<file path="config.mk">
export PLATFORM = sky130hd
export DESIGN_NAME = rst_seq_gen
export DESIGN_NICKNAME = d
export VERILOG_FILES = /design/src/rtl/rst_seq_gen.sv
export SDC_FILE = /design/constraint.sdc
export NUM_CORES = 1
export LEC_CHECK = 0
export CAP_MARGIN = 15
export CORE_AREA = 2 2 55 57
export CTS_CLUSTER_SIZE = 24
export DETAILED_ROUTE_END_ITERATION = 10
export DIE_AREA = 0 0 57 59
export PLACE_DENSITY = 0.64
export SETUP_SLACK_MARGIN = 0.5
export SYNTH_ARGS = -nofsm -noshare
export SYNTH_HDL_FRONTEND = slang
export SYNTH_SLANG_ARGS = --single-unit
export TNS_END_PERCENT = 20
</file>
<file path="constraint.sdc">
create_clock -name clk_i -period 3.63 [get_ports clk_i]
set_input_delay 0.726 -clock clk_i [delete_from_list [all_inputs] [get_ports clk_i]]
set_output_delay 0.726 -clock clk_i [all_outputs]
set_load 0.005 [all_outputs]
</file>
<file path="src/rtl/rst_seq_gen.sv">
// Purpose : reset sequencer; merges POR, debounced pad reset and software reset into per-domain
//           active-low resets that are stretched, then released one domain at a time in index order.
// Latency : rst_no[k] rises on edge STRETCH_CYCLES + k*STAGE_GAP after the source clears; sw re-entry
//           takes 1 edge; pad re-entry takes SYNC_STAGES + DEBOUNCE_CYCLES + 1 edges.
// Backpr. : none; requests are sampled every cycle and never queued.
// Ports   : clk_i, rst_ni (POR, async active-low), ext_rst_ni (pad, async), sw_rst_req_i (1-cycle pulse)
//           -> rst_no[NUM_DOMAINS] (registered), seq_done_o, busy_o, rst_cause_o (00 POR, 01 pad, 10 sw).
module rst_seq_gen #(
    parameter int NUM_DOMAINS     = 3,
    parameter int STRETCH_CYCLES  = 16,
    parameter int STAGE_GAP       = 8,
    parameter int SYNC_STAGES     = 2,
    parameter int DEBOUNCE_CYCLES = 4
) (
    input  logic                   clk_i,
    input  logic                   rst_ni,
    input  logic                   ext_rst_ni,
    input  logic                   sw_rst_req_i,
    output logic [NUM_DOMAINS-1:0] rst_no,
    output logic                   seq_done_o,
    output logic                   busy_o,
    output logic [1:0]             rst_cause_o
);

    localparam int MAX_SG  = (STRETCH_CYCLES > STAGE_GAP) ? STRETCH_CYCLES : STAGE_GAP;
    localparam int MAX_CNT = (MAX_SG > DEBOUNCE_CYCLES) ? MAX_SG : DEBOUNCE_CYCLES;
    localparam int CNT_W   = $clog2(MAX_CNT + 1);

    localparam logic [CNT_W-1:0] STRETCH_LAST = CNT_W'(STRETCH_CYCLES - 1);
    localparam logic [CNT_W-1:0] GAP_LAST     = CNT_W'(STAGE_GAP - 1);
    localparam logic [CNT_W-1:0] DEB_LAST     = CNT_W'(DEBOUNCE_CYCLES - 1);
    localparam logic [CNT_W-1:0] CNT_MAX      = {CNT_W{1'b1}};
    localparam logic [CNT_W-1:0] CNT_ONE      = CNT_W'(1);

    localparam logic [1:0] CAUSE_EXT = 2'b01;
    localparam logic [1:0] CAUSE_SW  = 2'b10;

    typedef enum logic [1:0] {
        ST_ASSERT  = 2'b00,
        ST_RELEASE = 2'b01,
        ST_RUN     = 2'b10
    } state_t;

    state_t                 state;
    logic [CNT_W-1:0]       cnt;
    logic [SYNC_STAGES-1:0] sync_q;
    logic                   ext_synced;
    logic [CNT_W-1:0]       deb_cnt;
    logic                   ext_req;
    logic [NUM_DOMAINS-1:0] rst_next;
    logic                   reenter;

    // Pad reset synchronizer; idles high so a POR does not look like a pad press.
    always_ff @(posedge clk_i or negedge rst_ni) begin
        if (!rst_ni) begin
            sync_q <= '1;
        end else begin
            sync_q <= {sync_q[SYNC_STAGES-2:0], ext_rst_ni};
        end
    end

    assign ext_synced = sync_q[SYNC_STAGES-1];

    // Debounce: ext_req rises on the DEBOUNCE_CYCLES-th consecutive synced-low sample
    // and drops on the first synced-high sample. The count saturates.
    always_ff @(posedge clk_i or negedge rst_ni) begin
        if (!rst_ni) begin
            deb_cnt <= '0;
            ext_req <= 1'b0;
        end else if (ext_synced) begin
            deb_cnt <= '0;
            ext_req <= 1'b0;
        end else begin
            if (deb_cnt >= DEB_LAST) begin
                ext_req <= 1'b1;
            end
            if (deb_cnt != CNT_MAX) begin
                deb_cnt <= deb_cnt + CNT_ONE;
            end
        end
    end

    // rst_no is a thermometer code, so shifting in a 1 releases the next index in order.
    assign rst_next = NUM_DOMAINS'({rst_no, 1'b1});
    assign reenter  = ext_req || sw_rst_req_i;

    always_ff @(posedge clk_i or negedge rst_ni) begin
        if (!rst_ni) begin
            state       <= ST_ASSERT;
            cnt         <= '0;
            rst_no      <= '0;
            seq_done_o  <= 1'b0;
            busy_o      <= 1'b1;
            rst_cause_o <= 2'b00;
        end else begin
            case (state)
                ST_ASSERT: begin
                    // A held pad reset keeps the stretch from starting; sw requests are ignored here.
                    if (ext_req) begin
                        cnt <= '0;
                    end else if (cnt == STRETCH_LAST) begin
                        cnt    <= '0;
                        rst_no <= NUM_DOMAINS'(1);
                        if (NUM_DOMAINS == 1) begin
                            state      <= ST_RUN;
                            seq_done_o <= 1'b1;
                            busy_o     <= 1'b0;
                        end else begin
                            state <= ST_RELEASE;
                        end
                    end else if (cnt != CNT_MAX) begin
                        cnt <= cnt + CNT_ONE;
                    end
                end
                ST_RELEASE, ST_RUN: begin
                    if (reenter) begin
                        // Pad wins over software when both land on the same edge.
                        state       <= ST_ASSERT;
                        cnt         <= '0;
                        rst_no      <= '0;
                        seq_done_o  <= 1'b0;
                        busy_o      <= 1'b1;
                        rst_cause_o <= ext_req ? CAUSE_EXT : CAUSE_SW;
                    end else if (state == ST_RELEASE) begin
                        if (cnt == GAP_LAST) begin
                            cnt    <= '0;
                            rst_no <= rst_next;
                            if (&rst_next) begin
                                state      <= ST_RUN;
                                seq_done_o <= 1'b1;
                                busy_o     <= 1'b0;
                            end
                        end else if (cnt != CNT_MAX) begin
                            cnt <= cnt + CNT_ONE;
                        end
                    end
                end
                default: begin
                    state      <= ST_ASSERT;
                    cnt        <= '0;
                    rst_no     <= '0;
                    seq_done_o <= 1'b0;
                    busy_o     <= 1'b1;
                end
            endcase
        end
    end

endmodule

</file>
==> results.cfg, run 1 <==
[status]
status = finished clean

[final_layout]
finalNonFillerCells = 153
final_cell_mix = dfrtp_1, nor2_1, clkdlybuf4s50_1, a21oi_1, ha_1
antenna_cells = 0
layout_commonest_cell = dfrtp_1
drive_gt1_share_pct = 12.3
synthToLayoutAreaGrowth_pct = 15.2
nets = 134

[routing]
drt_iter0_markers = 11
vias = 877
drt_drc_violations_left = 0
wl_per_cell_um = 14.2
finalWirelength_um = 2170
ant_nets = 0
drt-vias-per-instance = 5.73
firstDrtPassIters = 5

[power_and_ir_drop]
pwr-share-comb_pct = 35.4
p_total_mw = 0.816
p_sw_share_pct = 32.0
p_leak_nw = 0.594
clkPwrFrac_pct = 22.6
p_switching_mw = 0.261
peakVddDrop_mv = 0.318
power.density_nw_per_um2 = 600
seq_power_share_pct = 42.0
internal_power_mw = 0.555

[logic_synthesis]
synth-async-reset-ratio_pct = 100
synth_edf_count = 0
syn_avg_cell_area_um2 = 10.6
synth.top_cell.area_share_pct = 40.3
ys.flop_type = dfrtp_1
synth_area_um2 = 1180
yosys.area.top_type = dfrtp_1
syn_inst = 111
synth_seq_cells = 22
yosysSeqAreaShare_pct = 47.0
yosys_warnings = 0
synthTopCellsByArea = dfrtp_1, ha_1, dfstp_2
syn-num-nets = 122
synthDistinctLibCells = 38

[global_routing]
grt_pass1_wl_um = 3850
grt-ovfl-total = 0
track_usage_pct = 14.7
grt_antenna_before_repair = 0
grt_max_degree = 23
grt_pass1_vias = 883

[floorplanning]
dieArea_um2 = 3360
start_util_pct = 43.5
chipWidth_um = 57
fp.coreArea_um2 = 2710
rows = 19
ios = 11
die_h_um = 59

[clocking]
holdBufCountCts = 0
clock-sinks = 22
cts_root_buf = clkbuf_4
cts_max_level = 1
cts_setup_buffers = 0
cts.reportedPaths.clkPinSlew_ns = 0.12
cts_max_path_buffers = 2
ctsResizeCount = 0
clk-insertion-delay-late_ns = 0.30
cts_made_buffers = 3
cts_tree = done

[worst_setup_path]
crit_type = flip-flop to flip-flop
critPathArrivalTime_ns = 2.36
cp-end-kind = flip-flop
cp.required_ns = 3.83
critPathLaunchType = flip-flop
path_max_fanout = 8

[placed_design]
place_congestion = 0.781
preCtsSetupSlack_ns = 1.14
dp_hpwl_um = 1690
dp.cells = 149
port_buffers = 10

[timing]
fin_skew_ns = 0.00541
rsz0062_at_grt = no
whs_ns = 0.364
period_minus_slack_ns = 2.16
hold_viol_final = 0
max_freq_mhz = 464
tightest_slew_ns = 0.954
setup_ws_ns = 1.47
slew_headroom_pct = 36.2
drv_slew = 0
setup-violations-final = 0
setup_tns_ns = 0
min_period_over_period_pct = 59.4

[hold_path]
hold_class = flip-flop to flip-flop

[flow_run]
maxCapViolCount = 0
cell usage after synthesis (3+ instances only):
library cell  count
nor4_1            3
nor2_1           10
ha_1              7
a21oi_1           9
dfstp_2           3
mux2_2            3
inv_1             3
nand2b_1          3
nor3b_1           3
dfrtp_1          19
nor3_1            4
o21ai_0           5
nand2_1           6
routing by layer:
metal	up-vias	global-route usage [%]	part of all wire [%]
met5	-	0	0
met4	0	5.32	0.46
met3	2	3.71	3.0
met2	12	25.9	54
met1	435	17.5	43
li1	428	-	-
power by group through the flow:
stage          registers (mW)  clock network, mW  logic (mW)
5_1_grt                 0.350              0.204       0.326
3_5_place_dp            0.347                  0       0.294
4_1_cts                 0.342              0.192       0.294
3_3_place_gp            0.343                  0       0.286
2_1_floorplan           0.334                  0       0.212
6_report                0.343              0.184       0.289
area by class of cell:
class,count,area (um^2)
fill,268,1350
multi-input combinational,83,602
sequential,22,554
timing repair buffer,10,100
tap,31,38.8
clock inverter,1,30.0
clock buffer,3,22.5
inverter,3,11.3
flip-flops by register name, indices dropped and copies added, names as in the netlist:
signal,count
cnt,5
deb_cnt,5
rst_no,3
rst_cause_o,2
state,2
sync_q,2
busy_o,1
ext_req,1
seq_done_o,1
worst max-delay path: stages, from the launching register on:
cell and delay, ns:
dfrtp_1 0.41, inv_1 0.11, ha_1 0.41, nor3b_1 0.49, a21bo_2 0.30, mux2_2 0.35
worst paths after layout:
path | from | endpoint | slack, ns | depth (start not counted)
max | state[0] | rst_no[0] | 1.47 | 5
min | sync_q[0] | sync_q[1] | 0.36 | 0
max reg2reg | state[0] | rst_no[0] | 1.47 | 5
min reg2reg | sync_q[0] | sync_q[1] | 0.36 | 0
max in group asynchronous | rst_ni | cnt[1] | 2.11 | 1
min in group asynchronous | rst_ni | cnt[2] | 0.94 | 1
logic make-up after synthesis:
kind of cell | share of synthesized area, %
simple gates | 20.4
compound gates | 16.4
flops | 47.0
fa+ha+maj | 7.42
buf+inv | 2.01
mux | 4.56
xor+xnor | 2.23
through the flow:
stage / utilization [%] / cell area (um^2)
final: 50.1 / 1360
after global routing: 50.1 / 1360
after CTS: 50.1 / 1360
after detailed placement: 48.2 / 1310
after global placement: 48.2 / 1310
after floorplan: - / 1180
Power figures use the tool's default switching activity.
==> inputs of run 2 (changes only) <==
Settings changed: PLACE_DENSITY 0.64 to 0.67.
Clock period 3.63 ns to 1.8 ns, I/O delays scaled along.
==> run 2 against run 1 <==
Cell count rose by 11%. Global-route usage grew 1.2 points. Sequential power rose by 97%. Total power increased by 140%. Combinational power grew to 3.1 times the previous value. Routed wire length increased by 12%. Clock power is 110% higher. Critical path depth increased by 1. Flip-flop and latch count unchanged. Largest cell class unchanged.
==> results.cfg, run 2 (synthesized netlist as in run 1, its figures left out) <==
[floorplanning]
fp.coreArea_um2 = 2710
die_h_um = 59
dieArea_um2 = 3360
chipWidth_um = 57
rows = 19
start_util_pct = 43.5
ios = 11

[routing]
drt_drc_violations_left = 0
firstDrtPassIters = 4
ant_nets = 0
wl_per_cell_um = 14.3
drt-vias-per-instance = 5.71
drt_iter0_markers = 33
vias = 971
finalWirelength_um = 2430

[timing]
drv_slew = 0
hold_viol_final = 0
fin_skew_ns = 0.00636
min_period_over_period_pct = 93.8
tightest_slew_ns = 0.345
slew_headroom_pct = 77.0
setup_tns_ns = 0
rsz0062_at_grt = yes
max_freq_mhz = 592
period_minus_slack_ns = 1.69
setup-violations-final = 0

[worst_setup_path]
r2r_cells = 6
critPathLaunchType = flip-flop
critPathArrivalTime_ns = 1.91
max_stage_delay_ns = 0.42
crit_type = flip-flop to flip-flop
path_max_fanout = 5
crit_chain = inv_2 > ha_4 > nor2b_4 > o31ai_2 > a21bo_4 > mux2_2
critPathSlowestCell = dfrtp_1
cp-end-kind = flip-flop
cp.required_ns = 2.02

[final_layout]
stdcell_area_um2 = 1550
antenna_cells = 0
drive_gt1_share_pct = 30.9
n_fill_cell = 238
layout_commonest_cell = dfrtp_1
final_cell_mix = dfrtp_1, buf_4, nor2_1, a21oi_1, clkdlybuf4s50_1
multiInputGateArea_um2 = 667
top_regs = cnt x5, deb_cnt x5, rst_no x3
synthToLayoutAreaGrowth_pct = 31.4
nets = 151
final-seq-area_um2 = 554

[clocking]
cts_tree = done
cts_root_buf = clkbuf_4
holdBufCountCts = 0
cts_max_path_buffers = 2
clk-insertion-delay-late_ns = 0.32
cts_max_level = 1
cts_made_buffers = 3
cts.reportedPaths.clkPinSlew_ns = 0.13
clock-sinks = 22

[placed_design]
dp_hpwl_um = 1780
place_congestion = 0.855
post_dp_cell_area_um2 = 1420
port_buffers = 10

[status]
status = finished clean

[flow_run]
maxCapViolCount = 0

[global_routing]
grt_pass1_vias = 932
grt_max_degree = 23
grt_antenna_before_repair = 0
grt_pass1_wl_um = 4130
grt-ovfl-total = 0
track_usage_pct = 15.9

[hold_path]
hold_class = input pin to async pin

[power_and_ir_drop]
p_total_mw = 1.95
peakVddDrop_mv = 0.893
power.density_nw_per_um2 = 1260
p_leak_nw = 0.690
==> run 2: final timing paths <==
path                            from        end  slack [ns]
min in group clk_i         sync_q[0]  sync_q[1]        0.37
hold / removal                rst_ni     cnt[3]        0.37
max in group asynchronous     rst_ni  sync_q[1]        1.14
setup / recovery            state[0]  rst_no[2]        0.11
hold reg to reg            sync_q[0]  sync_q[1]        0.37
setup reg to reg            state[0]  rst_no[2]        0.11
==> run 2: worst max-delay path: cells and delay by family, from the launching register on <==
family | cells | cell delay (ns)
flops | 1 | 0.42
mux | 1 | 0.27
buf+inv | 1 | 0.09
fa+ha+maj | 1 | 0.22
simple gates | 1 | 0.13
compound gates | 2 | 0.47
==> run 2: repair_timing <==
action | in CTS | in global routing
pin swaps | 5 | 0
setup buffers | 4 | 1
hold endpoints to repair | 0 | 0
resized for setup | 5 | 4
setup endpoints to repair | 24 | 24
==> run 2: cell type report <==
class,instances,area share (%)
repair buffers,27,14.6
multi-input cells,83,43.0
clock inverters,1,1.94
flip-flops and latches,22,35.8
inverters,3,0.726
well taps,31,2.50
clock buffers,3,1.45
==> run 2: routing by layer <==
layer,GRT usage (%),vias up,wire length (um),share of wire [%]
met5,0,-,0,0
met4,6.31,0,53,2.2
met3,2.84,4,109,4.5
met2,27.4,31,1170,48
met1,19.9,475,1100,45
li1,-,461,-,-
==> run 2: per-stage QoR <==
| step | std cells | setup WS (ns) | util [%] | hold slack (ns) |
|---|---|---|---|---|
| floorplan | 111 | 0.121 | - | 0.0644 |
| global placement | 161 | -0.143 | 52.5 | 0.352 |
| detailed placement | 161 | -0.185 | 52.5 | 0.349 |
| CTS | 169 | 0.0900 | 56.1 | 0.372 |
| global route | 170 | 0.0281 | 57.2 | 0.376 |
| finish | 170 | 0.111 | 57.2 | 0.368 |
==> run 2: report_power, final <==
part           switching [mW]  internal (mW)  total [mW]
combinational           0.371          0.521       0.892
clock                   0.158          0.225       0.383
sequential             0.0850          0.590       0.675
==> inputs of run 3 (changes only) <==
Settings changed: CELL_PAD_IN_SITES_DETAIL_PLACEMENT from default to 1, CELL_PAD_IN_SITES_GLOBAL_PLACEMENT from default to 1, CORE_AREA 2 2 55 57 to 2 2 59 61, DIE_AREA 0 0 57 59 to 0 0 61 63, PLACE_DENSITY 0.67 to 0.71.
==> run 3 against run 2 <==
Combinational power rose by 11%. Cell count rose by 12%. Total power rose by 5.2%. Design area rose by 6.1%. Setup slack got worse by 0.052 ns. Routed wire length rose by 29%. Clock power fell by 2%. Non-clock buffer count rose by 5.
==> results.cfg, run 3 (synthesized netlist as in run 1, its figures left out) <==
[power_and_ir_drop]
p_total_mw = 2.05
peakVddDrop_mv = 0.718
power.density_nw_per_um2 = 1250
p_leak_nw = 0.722

[final_layout]
top_regs = cnt x5, deb_cnt x5, rst_no x3
finalNonFillerCells = 190
fin_util_pct = 50.9
synthToLayoutAreaGrowth_pct = 39.4
stdcell_area_um2 = 1650
nets = 156
layout_commonest_cell = buf_4
n_fill_cell = 350
antenna_cells = 0
drive_gt1_share_pct = 36.8
final-seq-area_um2 = 554
multiInputGateArea_um2 = 706
final_cell_mix = buf_4, dfrtp_1, clkdlybuf4s50_1, a21oi_1, nor2_1

[floorplanning]
rows = 21
chipWidth_um = 61
fp.coreArea_um2 = 3230
dieArea_um2 = 3840
die_h_um = 63
start_util_pct = 36.5
ios = 11

[routing]
drt_iter0_markers = 11
ant_nets = 0
wl_per_cell_um = 16.5
firstDrtPassIters = 3
finalWirelength_um = 3130
drt-vias-per-instance = 5.27
vias = 1002
drt_drc_violations_left = 0

[global_routing]
track_usage_pct = 17.7
grt_antenna_before_repair = 0
grt_pass1_wl_um = 5100
grt_pass1_vias = 1109
grt-ovfl-total = 0
grt_max_degree = 23

[placed_design]
post_dp_cell_area_um2 = 1440
place_congestion = 0.811
port_buffers = 10
dp.cells = 176
dp_hpwl_um = 2050
preCtsSetupSlack_ns = -0.157

[timing]
rsz0062_at_grt = yes
hold_viol_final = 0
tightest_slew_ns = 0.353
setup-violations-final = 0
slew_headroom_pct = 76.3
max_freq_mhz = 574
whs_ns = 0.368
setup_tns_ns = 0
period_minus_slack_ns = 1.74
fin_skew_ns = 0.00309
drv_slew = 0
min_period_over_period_pct = 96.7
setup_ws_ns = 0.0589

[worst_setup_path]
path_buf_inv = 2
crit_chain = clkdlybuf4s50_1 > nand2b_1 > buf_4 > nor4_1 > a21oi_1 > nor3_1
cp-startpoint = sw_rst_req_i
critPathSlowestCell = clkdlybuf4s50_1
cp-end-kind = flip-flop
cp_top_family = simple AND/OR/NAND/NOR gates
crit_type = input pin to flip-flop
max_stage_delay_ns = 0.55
critPathLaunchType = input pin
critPathArrivalTime_ns = 1.97
crit-reg2reg-launch = state[1]
cp.required_ns = 2.03
path_max_fanout = 5

[clocking]
cts_tree = done
cts_made_buffers = 3
cts_max_level = 1
cts_root_buf = clkbuf_4
cts.reportedPaths.clkPinSlew_ns = 0.12
cts_max_path_buffers = 2
holdBufCountCts = 0
clock-sinks = 22
clk-insertion-delay-late_ns = 0.31

[hold_path]
hold_start = sync_q[0]
hold_class = flip-flop to flip-flop

[flow_run]
maxCapViolCount = 0

[status]
status = finished clean
run 3: routing by layer:
layer	routed length [um]	up-vias	track usage, %
li1	-	469	-
met1	1390	522	21.7
met2	1660	9	30.4
met3	52	2	2.69
met4	23	0	6.79
met5	0	-	0
run 3: timing repair:
item | CTS | global route
pin swaps | 3 | 1
resized for setup | 6 | 11
endpoints found under the setup margin | 24 | 24
setup buffers | 7 | 3
run 3: layout make-up:
class,count,area share (%)
inverters,3,0.684
well taps,46,3.50
flip-flops and latches,22,33.7
multi-input cells,83,42.9
clock buffers,3,1.37
clock inverters,1,1.83
repair buffers,32,16.0
run 3: path summary, 6_finish.rpt:
kind / end / slack (ns) / cells past startpoint
min in group asynchronous: cnt[2] / 0.39 / 2
worst min register to register: sync_q[1] / 0.37 / 0
worst min-delay path: sync_q[1] / 0.37 / 0
worst max register to register: rst_no[1] / 0.08 / 6
max in group asynchronous: sync_q[1] / 1.13 / 2
worst max-delay path: cnt[4] / 0.06 / 6
run 3: worst reg2reg max path, cell delays in order, from the launching register on:
cell and delay [ns]:
dfrtp_1 0.41, inv_2 0.09, ha_4 0.21, nor2b_4 0.13, o31ai_2 0.19, a21bo_4 0.28
mux2_4 0.30
run 3: report_power, final:
part	total (mW)	switching [mW]	internal, mW
Sequential	0.686	0.0960	0.590
Clock	0.374	0.149	0.225
Combinational	0.990	0.425	0.566
